$ cat config.mk
export PLATFORM = sky130hd
export DESIGN_NAME = ram_port_master_flat
export DESIGN_NICKNAME = d
export VERILOG_FILES = /design/src/rtl/mr_ram_pkg.sv /design/src/rtl/ram_port_master_if.sv /design/src/rtl/ram_rsp_fifo.sv /design/src/rtl/ram_port_master.sv /design/src/flat_wrapper.sv
export SDC_FILE = /design/constraint.sdc
export NUM_CORES = 1
export LEC_CHECK = 0
export BUFFER_PORTS_ARGS = -buffer_cell sky130_fd_sc_hd__clkbuf_2
export CAP_MARGIN = 40
export CORE_UTILIZATION = 50
export CTS_CLUSTER_DIAMETER = 30
export DETAILED_ROUTE_END_ITERATION = 8
export PLACE_DENSITY_LB_ADDON = 0.2
export SETUP_SLACK_MARGIN = 0.3
export SLEW_MARGIN = 10
export SYNTH_ARGS = -nofsm -noshare
export SYNTH_HDL_FRONTEND = slang
export SYNTH_SLANG_ARGS = --single-unit
$ cat constraint.sdc
create_clock -name clk -period 2.86 [get_ports clk]
set_input_delay 0 -clock clk [delete_from_list [all_inputs] [get_ports clk]]
set_output_delay 0 -clock clk [all_outputs]
set_load 0.005 [all_outputs]
$ cat src/rtl/mr_ram_pkg.sv
// Shared width derivations for the RAM port master slice.
// Purpose : one place to turn L2WIDTH / L2SIZE into data, address and strobe widths.
// Contents: default parameter values, width helper functions, default-width localparams.
package mr_ram_pkg;

    localparam int unsigned DefL2Width  = 3;
    localparam int unsigned DefL2Size   = 14;
    localparam int unsigned DefRspDepth = 4;

    // Data bits per word: 8 bits per byte, 2**l2width bytes.
    function automatic int unsigned data_width(input int unsigned l2width);
        return 8 << l2width;
    endfunction

    // Word address bits: byte address bits minus the byte-in-word bits.
    function automatic int unsigned addr_width(input int unsigned l2width,
                                               input int unsigned l2size);
        return l2size - l2width;
    endfunction

    // One strobe per data byte.
    function automatic int unsigned strb_width(input int unsigned l2width);
        return 1 << l2width;
    endfunction

    localparam int unsigned DefDataW = data_width(DefL2Width);
    localparam int unsigned DefAddrW = addr_width(DefL2Width, DefL2Size);
    localparam int unsigned DefStrbW = strb_width(DefL2Width);

endpackage

$ cat src/rtl/ram_port_master_if.sv
// Bus bundle between a requester, the RAM port master and one dp_ram port.
// Signals : req_* (request channel), rsp_* (read response channel),
//           ram_* (dp_ram port drive and read data).
// Modports: master = the port master itself, slave = requester/consumer/RAM side.
interface ram_port_master_if
    import mr_ram_pkg::*;
#(
    parameter int unsigned L2WIDTH = DefL2Width,
    parameter int unsigned L2SIZE  = DefL2Size
) ();

    localparam int unsigned DataW = data_width(L2WIDTH);
    localparam int unsigned AddrW = addr_width(L2WIDTH, L2SIZE);
    localparam int unsigned StrbW = strb_width(L2WIDTH);

    logic             req_valid;
    logic             req_ready;
    logic             req_we;
    logic [AddrW-1:0] req_addr;
    logic [DataW-1:0] req_wdata;
    logic [StrbW-1:0] req_bwe;

    logic             rsp_valid;
    logic             rsp_ready;
    logic [DataW-1:0] rsp_data;

    logic             ram_enable;
    logic [AddrW-1:0] ram_addr;
    logic [DataW-1:0] ram_wr_data;
    logic             ram_WE;
    logic [StrbW-1:0] ram_BWE;
    logic [DataW-1:0] ram_rd_data;

    modport master (
        input  req_valid, req_we, req_addr, req_wdata, req_bwe, rsp_ready, ram_rd_data,
        output req_ready, rsp_valid, rsp_data,
        output ram_enable, ram_addr, ram_wr_data, ram_WE, ram_BWE
    );

    modport slave (
        output req_valid, req_we, req_addr, req_wdata, req_bwe, rsp_ready, ram_rd_data,
        input  req_ready, rsp_valid, rsp_data,
        input  ram_enable, ram_addr, ram_wr_data, ram_WE, ram_BWE
    );

endinterface

$ cat src/rtl/ram_rsp_fifo.sv
// Read response buffer for the RAM port master.
// Ports: clk, reset (async active-high), i_push/i_data (write side),
//        i_pop/o_data (read side, o_data is the head), o_count (entries held).
// Storage is not reset; only pointers and count are, so the head is don't-care when empty.
module ram_rsp_fifo #(
    parameter int unsigned Depth = 4,
    parameter int unsigned Width = 64,
    localparam int unsigned PtrW = $clog2(Depth),
    localparam int unsigned CntW = PtrW + 1
) (
    input  logic             clk,
    input  logic             reset,
    input  logic             i_push,
    input  logic [Width-1:0] i_data,
    input  logic             i_pop,
    output logic [Width-1:0] o_data,
    output logic [CntW-1:0]  o_count
);

    logic [Width-1:0] r_mem [Depth];
    logic [PtrW-1:0]  r_wr_ptr;
    logic [PtrW-1:0]  r_rd_ptr;
    logic [CntW-1:0]  r_count;

    // Depth is a power of two, so natural pointer overflow is the modulo wrap.
    always_ff @(posedge clk or posedge reset) begin
        if (reset) begin
            r_wr_ptr <= '0;
            r_rd_ptr <= '0;
            r_count  <= '0;
        end else begin
            if (i_push) r_wr_ptr <= r_wr_ptr + 1'b1;
            if (i_pop)  r_rd_ptr <= r_rd_ptr + 1'b1;
            case ({i_push, i_pop})
                2'b10:   r_count <= r_count + 1'b1;
                2'b01:   r_count <= r_count - 1'b1;
                default: r_count <= r_count;
            endcase
        end
    end

    always_ff @(posedge clk) begin
        if (i_push) r_mem[r_wr_ptr] <= i_data;
    end

    always_ff @(posedge clk) begin
        if (!reset) begin
            assert (!(i_pop && (r_count == '0)));
            assert (!(i_push && (r_count == CntW'(Depth))));
        end
    end

    assign o_data  = r_mem[r_rd_ptr];
    assign o_count = r_count;

endmodule

$ cat src/rtl/ram_port_master.sv
// Drives one dp_ram port from a valid/ready request channel and returns read data
// in request order through a small response FIFO.
// Ports: clk, reset (async active-high), bus (ram_port_master_if.master: request,
//        response and dp_ram port signals).
// Flow control reserves a FIFO slot for every read still in flight, so the FIFO can
// never overflow regardless of rsp_ready.
module ram_port_master
    import mr_ram_pkg::*;
#(
    parameter int unsigned L2WIDTH   = DefL2Width,
    parameter int unsigned L2SIZE    = DefL2Size,
    parameter int unsigned RSP_DEPTH = DefRspDepth
) (
    input  logic               clk,
    input  logic               reset,
    ram_port_master_if.master  bus
);

    localparam int unsigned DataW = data_width(L2WIDTH);
    localparam int unsigned CntW  = $clog2(RSP_DEPTH) + 1;

    logic            r_inflight;
    logic            w_accept;
    logic            w_pop;
    logic [CntW-1:0] w_count;
    logic [CntW:0]   w_occupancy;

    assign w_occupancy = {1'b0, w_count} + (CntW + 1)'(r_inflight);
    assign bus.req_ready = !reset && (w_occupancy < (CntW + 1)'(RSP_DEPTH));
    assign w_accept = bus.req_valid && bus.req_ready;

    assign bus.ram_enable  = w_accept;
    assign bus.ram_addr    = bus.req_addr;
    assign bus.ram_wr_data = bus.req_wdata;
    assign bus.ram_WE      = bus.req_we;
    assign bus.ram_BWE     = bus.req_bwe;

    // Marks the cycle in which ram_rd_data carries the result of an accepted read.
    always_ff @(posedge clk or posedge reset) begin
        if (reset) begin
            r_inflight <= 1'b0;
        end else begin
            r_inflight <= w_accept && !bus.req_we;
        end
    end

    assign bus.rsp_valid = (w_count != '0);
    assign w_pop = bus.rsp_valid && bus.rsp_ready;

    ram_rsp_fifo #(
        .Depth (RSP_DEPTH),
        .Width (DataW)
    ) u_rsp_fifo (
        .clk     (clk),
        .reset   (reset),
        .i_push  (r_inflight),
        .i_data  (bus.ram_rd_data),
        .i_pop   (w_pop),
        .o_data  (bus.rsp_data),
        .o_count (w_count)
    );

endmodule
$ cat src/flat_wrapper.sv
// flat-port wrapper written by rule: the top's interface ports become plain ports
module ram_port_master_flat import mr_ram_pkg::*;
#(
    parameter int unsigned L2WIDTH   = DefL2Width,
    parameter int unsigned L2SIZE    = DefL2Size,
    parameter int unsigned RSP_DEPTH = DefRspDepth
)
  (clk, reset, bus_req_valid, bus_req_we, bus_req_addr, bus_req_wdata, bus_req_bwe, bus_rsp_ready, bus_ram_rd_data, bus_req_ready, bus_rsp_valid, bus_rsp_data, bus_ram_enable, bus_ram_addr, bus_ram_wr_data, bus_ram_WE, bus_ram_BWE);
  ram_port_master_if #(.L2WIDTH(L2WIDTH), .L2SIZE(L2SIZE)) bus_i ();
  input  logic clk;
  input  logic reset;
  input wire logic [$bits(bus_i.req_valid)-1:0] bus_req_valid;
  input wire logic [$bits(bus_i.req_we)-1:0] bus_req_we;
  input wire logic [$bits(bus_i.req_addr)-1:0] bus_req_addr;
  input wire logic [$bits(bus_i.req_wdata)-1:0] bus_req_wdata;
  input wire logic [$bits(bus_i.req_bwe)-1:0] bus_req_bwe;
  input wire logic [$bits(bus_i.rsp_ready)-1:0] bus_rsp_ready;
  input wire logic [$bits(bus_i.ram_rd_data)-1:0] bus_ram_rd_data;
  output wire logic [$bits(bus_i.req_ready)-1:0] bus_req_ready;
  output wire logic [$bits(bus_i.rsp_valid)-1:0] bus_rsp_valid;
  output wire logic [$bits(bus_i.rsp_data)-1:0] bus_rsp_data;
  output wire logic [$bits(bus_i.ram_enable)-1:0] bus_ram_enable;
  output wire logic [$bits(bus_i.ram_addr)-1:0] bus_ram_addr;
  output wire logic [$bits(bus_i.ram_wr_data)-1:0] bus_ram_wr_data;
  output wire logic [$bits(bus_i.ram_WE)-1:0] bus_ram_WE;
  output wire logic [$bits(bus_i.ram_BWE)-1:0] bus_ram_BWE;
  assign bus_i.req_valid = bus_req_valid;
  assign bus_i.req_we = bus_req_we;
  assign bus_i.req_addr = bus_req_addr;
  assign bus_i.req_wdata = bus_req_wdata;
  assign bus_i.req_bwe = bus_req_bwe;
  assign bus_i.rsp_ready = bus_rsp_ready;
  assign bus_i.ram_rd_data = bus_ram_rd_data;
  assign bus_req_ready = bus_i.req_ready;
  assign bus_rsp_valid = bus_i.rsp_valid;
  assign bus_rsp_data = bus_i.rsp_data;
  assign bus_ram_enable = bus_i.ram_enable;
  assign bus_ram_addr = bus_i.ram_addr;
  assign bus_ram_wr_data = bus_i.ram_wr_data;
  assign bus_ram_WE = bus_i.ram_WE;
  assign bus_ram_BWE = bus_i.ram_BWE;
  ram_port_master #(.L2WIDTH(L2WIDTH), .L2SIZE(L2SIZE), .RSP_DEPTH(RSP_DEPTH)) u_core (.clk(clk), .reset(reset), .bus(bus_i));
endmodule
==> results by group <==
Outcome
  • Outcome: completed

Routing
  • Met2 routed wirelength: 11.0 mm
  • DRC violation count after routing: 0
  • Detailed-router iteration count before antenna repair: 6
  • Ratio of routed vias to standard cells: 5.24
  • Residual antenna-violating net count after detailed routing: 0
  • Detailed-routed wire length on met3: 1.64 mm
  • Per-cell routed wire length: 22.4 µm
  • Routed wire length: 20.8 mm
  • Sum of routed wire segments on met1: 7.50 mm
  • Iter 0 DRT Violations: 240
  • Highest metal used: met4
  • Number of vias in the routed layout: 4866

Layout
  • Final net count: 784
  • Area taken by flip-flops and latches: 7900 µm²
  • Filler Cells Inserted: 1409
  • Final non-filler cell area: 12900 µm²
  • Share of post-route cells with drive strength above 1: 43.9%
  • Area Growth Syn to Fin: 25.2%
  • Multi-input logic area: 1670 µm²
  • Antenna diode count: 0
  • Final core occ: 63.9%

Die
  • Initial core utilization: 51.0%
  • Std-Cell Rows: 52
  • Core ar.: 20200 µm²
  • Chip height: 146 µm
  • Die extent in x: 146 µm
  • Count of boundary I/O pins: 303
  • Die outline area: 21200 µm²

Synthesis
  • Most numerous cell in the Yosys netlist: sky130_fd_sc_hd__edfxtp_1
  • Top cells by area, synth: sky130_fd_sc_hd__edfxtp_1 74%, sky130_fd_sc_hd__mux4_2 14%, sky130_fd_sc_hd__buf_4 6.3%, sky130_fd_sc_hd__dfrtp_1 1.9%, sky130_fd_sc_hd__ha_1 0.61%
  • Top-area cell type share of the netlist area: 74.5%
  • Synth Cell Area: 10300 µm²
  • Part of the Yosys area used for sequential elements: 76.4%
  • Post-synth EDFFs: 256
  • Most instantiated flip-flop cell in the synthesis netlist: sky130_fd_sc_hd__edfxtp_1
  • FF+latch count, synth: 264
  • Gate count of the mapped netlist: 460
  • Yosys cell types: 21
  • Share of flip-flops with an asynchronous set or reset: 3.03%
  • Most frequent cells after synthesis: 256 x sky130_fd_sc_hd__edfxtp_1, 86 x sky130_fd_sc_hd__buf_4, 64 x sky130_fd_sc_hd__mux4_2
  • Number of nets in the synthesized netlist: 618
  • Most area-hungry cell type in the Yosys netlist: sky130_fd_sc_hd__edfxtp_1
  • Mean area per synthesized cell: 22.4 µm²
  • Warning count from the yosys run: 0

Placed design
  • Area after DPL: 10800 µm²
  • Final RePlAce weighted congestion: 0.727
  • Number of buffer cells added on primary ports: 136
  • Final HPWL from detailed placement: 13.2 mm

Global routing
  • Number of global-route vias before repair: 5464
  • Number of antenna violations at the first check in global routing: 0
  • Total routing resource utilization after global routing: 20.3%
  • Global-route wire length before repair: 31.7 mm
  • Total global routing overflow: 0
  • Largest net degree at the start of global routing: 38

Timing
  • Final clock period utilization by the worst path: 81.6%
  • Upper clock frequency limit: 429 MHz
  • Worst slew pin tran: 0.611 ns
  • Smallest hold slack: 0.00000143 ns
  • Worst-case clock skew: 0.0134 ns
  • Tmin final: 2.33 ns
  • Max Transition Viols Final: 0
  • Slew HR: 59.2%
  • Final TNS setup: 0 ns
  • RSZ-0062 raised after global routing: no
  • Number of hold violations in the final report: 0
  • Setup violators final: 0

CTS
  • Root buffer selected by CTS: sky130_fd_sc_hd__clkbuf_16
  • Number of buffers inserted by post-CTS setup repair: 0
  • Clock sink count: 264
  • Register clock-pin slew on the reported worst setup and hold paths: 0.05 ns
  • Clock tree from TritonCTS: done
  • Maximum root-to-sink buffer count: 3
  • Clock buffers created by TritonCTS: 45
  • Number of levels in the clock H-tree: 2
  • Clock latency reported for the late side of the worst-skew pair: 0.52 ns

Critical path
  • Crit Path Class: register to output pin
  • Kind of capture point of the worst setup path: output pin
  • Highest fanout seen on the critical path: 25
  • Kind of start point of the critical path: register
  • Critical path data arrival time: 2.33 ns
  • CP required: 2.86 ns

Power
  • IR drop worst, VDD: 622 µV
  • Static leakage power: 4.58 nW
  • Pwr per Cell Area: 947 nW/µm²
  • Post-layout power: 12.2 mW

Worst hold path
  • Class of the worst hold path: input pin to output pin

Flow run
  • Max-cap viol count: 0
==> worst max-delay path: stages (launching register included) <==
cell                       delay (ns)
sky130_fd_sc_hd__dfrtp_4         0.76
sky130_fd_sc_hd__buf_4           0.35
sky130_fd_sc_hd__mux4_2          0.54
sky130_fd_sc_hd__clkbuf_2        0.14
==> through the flow <==
step	setup slack [ns]	instances
2_1_floorplan	0.305	460
3_3_place_gp	1.02	780
3_5_place_dp	0.997	780
4_1_cts	0.460	928
5_1_grt	0.369	928
6_report	0.527	928
==> timing repair <==
item                                    4_1_cts  5_1_grt
gates resized for setup                       0        0
endpoints found under the hold margin       267        0
hold buffers                                 69        0
endpoints found under the setup margin        0        0
==> worst paths after layout <==
path                            slack [ns]                       endpoint                     startpoint  cells past startpoint
worst max-delay path                  0.53               bus_rsp_data[61]  u_core.u_rsp_fifo.r_rd_ptr[0]                      3
worst min register to register        0.55  u_core.u_rsp_fifo.r_wr_ptr[0]  u_core.u_rsp_fifo.r_wr_ptr[0]                      1
worst max register to register        0.93   u_core.u_rsp_fifo.o_count[2]   u_core.u_rsp_fifo.o_count[0]                      7
min in group asynchronous             0.54   u_core.u_rsp_fifo.o_count[0]                          reset                      4
max in group asynchronous             2.05  u_core.u_rsp_fifo.r_rd_ptr[1]                          reset                      4
worst min-delay path              0.000001             bus_ram_wr_data[2]               bus_req_wdata[2]                      0
==> logic make-up after synthesis <==
| family | synth area share (%) |
|---|---|
| adders and majority gates | 0.800 |
| xor gates and xnor gates | 0.509 |
| DFF | 76.4 |
| AOI/OAI and AO/OA | 0.218 |
| muxes | 14.1 |
| buffers and inverters | 7.43 |
| and+or+nand+nor | 0.534 |
==> per-layer routing <==
layer	up-vias	GRT usage (%)
li1	2113	-
met1	2486	22.7
met2	199	34.9
met3	68	6.99
met4	0	8.95
met5	-	1.82
==> state kept, by name, indices dropped and copies added, names as in the netlist <==
name,flops
u_core.u_rsp_fifo.r_mem,256
u_core.u_rsp_fifo.o_count,3
u_core.u_rsp_fifo.r_rd_ptr,2
u_core.u_rsp_fifo.r_wr_ptr,2
u_core.r_inflight,1
==> placed cells by master (no fill, tap or decap), types with 4 or more instances in the layout <==
master	instances
sky130_fd_sc_hd__clkbuf_16	47
sky130_fd_sc_hd__buf_12	4
sky130_fd_sc_hd__clkinv_1	5
sky130_fd_sc_hd__xor2_1	4
sky130_fd_sc_hd__edfxtp_1	256
sky130_fd_sc_hd__clkbuf_2	136
sky130_fd_sc_hd__inv_1	7
sky130_fd_sc_hd__buf_4	9
sky130_fd_sc_hd__dfrtp_1	6
sky130_fd_sc_hd__clkinv_2	6
sky130_fd_sc_hd__dlygate4sd3_1	69
sky130_fd_sc_hd__and2_4	4
sky130_fd_sc_hd__clkinvlp_4	8
sky130_fd_sc_hd__mux4_2	64
sky130_fd_sc_hd__bufinv_16	4
sky130_fd_sc_hd__clkbuf_1	4
sky130_fd_sc_hd__ha_1	5
==> where the power goes <==
part / leakage, nW / internal [mW] / switching (mW)
logic: 1.48 / 1.37 / 1.02
registers: 2.40 / 4.46 / 0.306
clock network: 0.698 / 3.35 / 1.74
total: 4.58 / 9.17 / 3.07
==> final cells by class <==
class | count | area share (%)
clock buffers | 51 | 9.22
multi-input cells | 90 | 13.0
repair buffers | 218 | 11.8
clock inverters | 28 | 2.15
flip-flops and latches | 264 | 61.1
well taps | 270 | 2.61
inverters | 7 | 0.203
(Power assumes the default switching activity.)
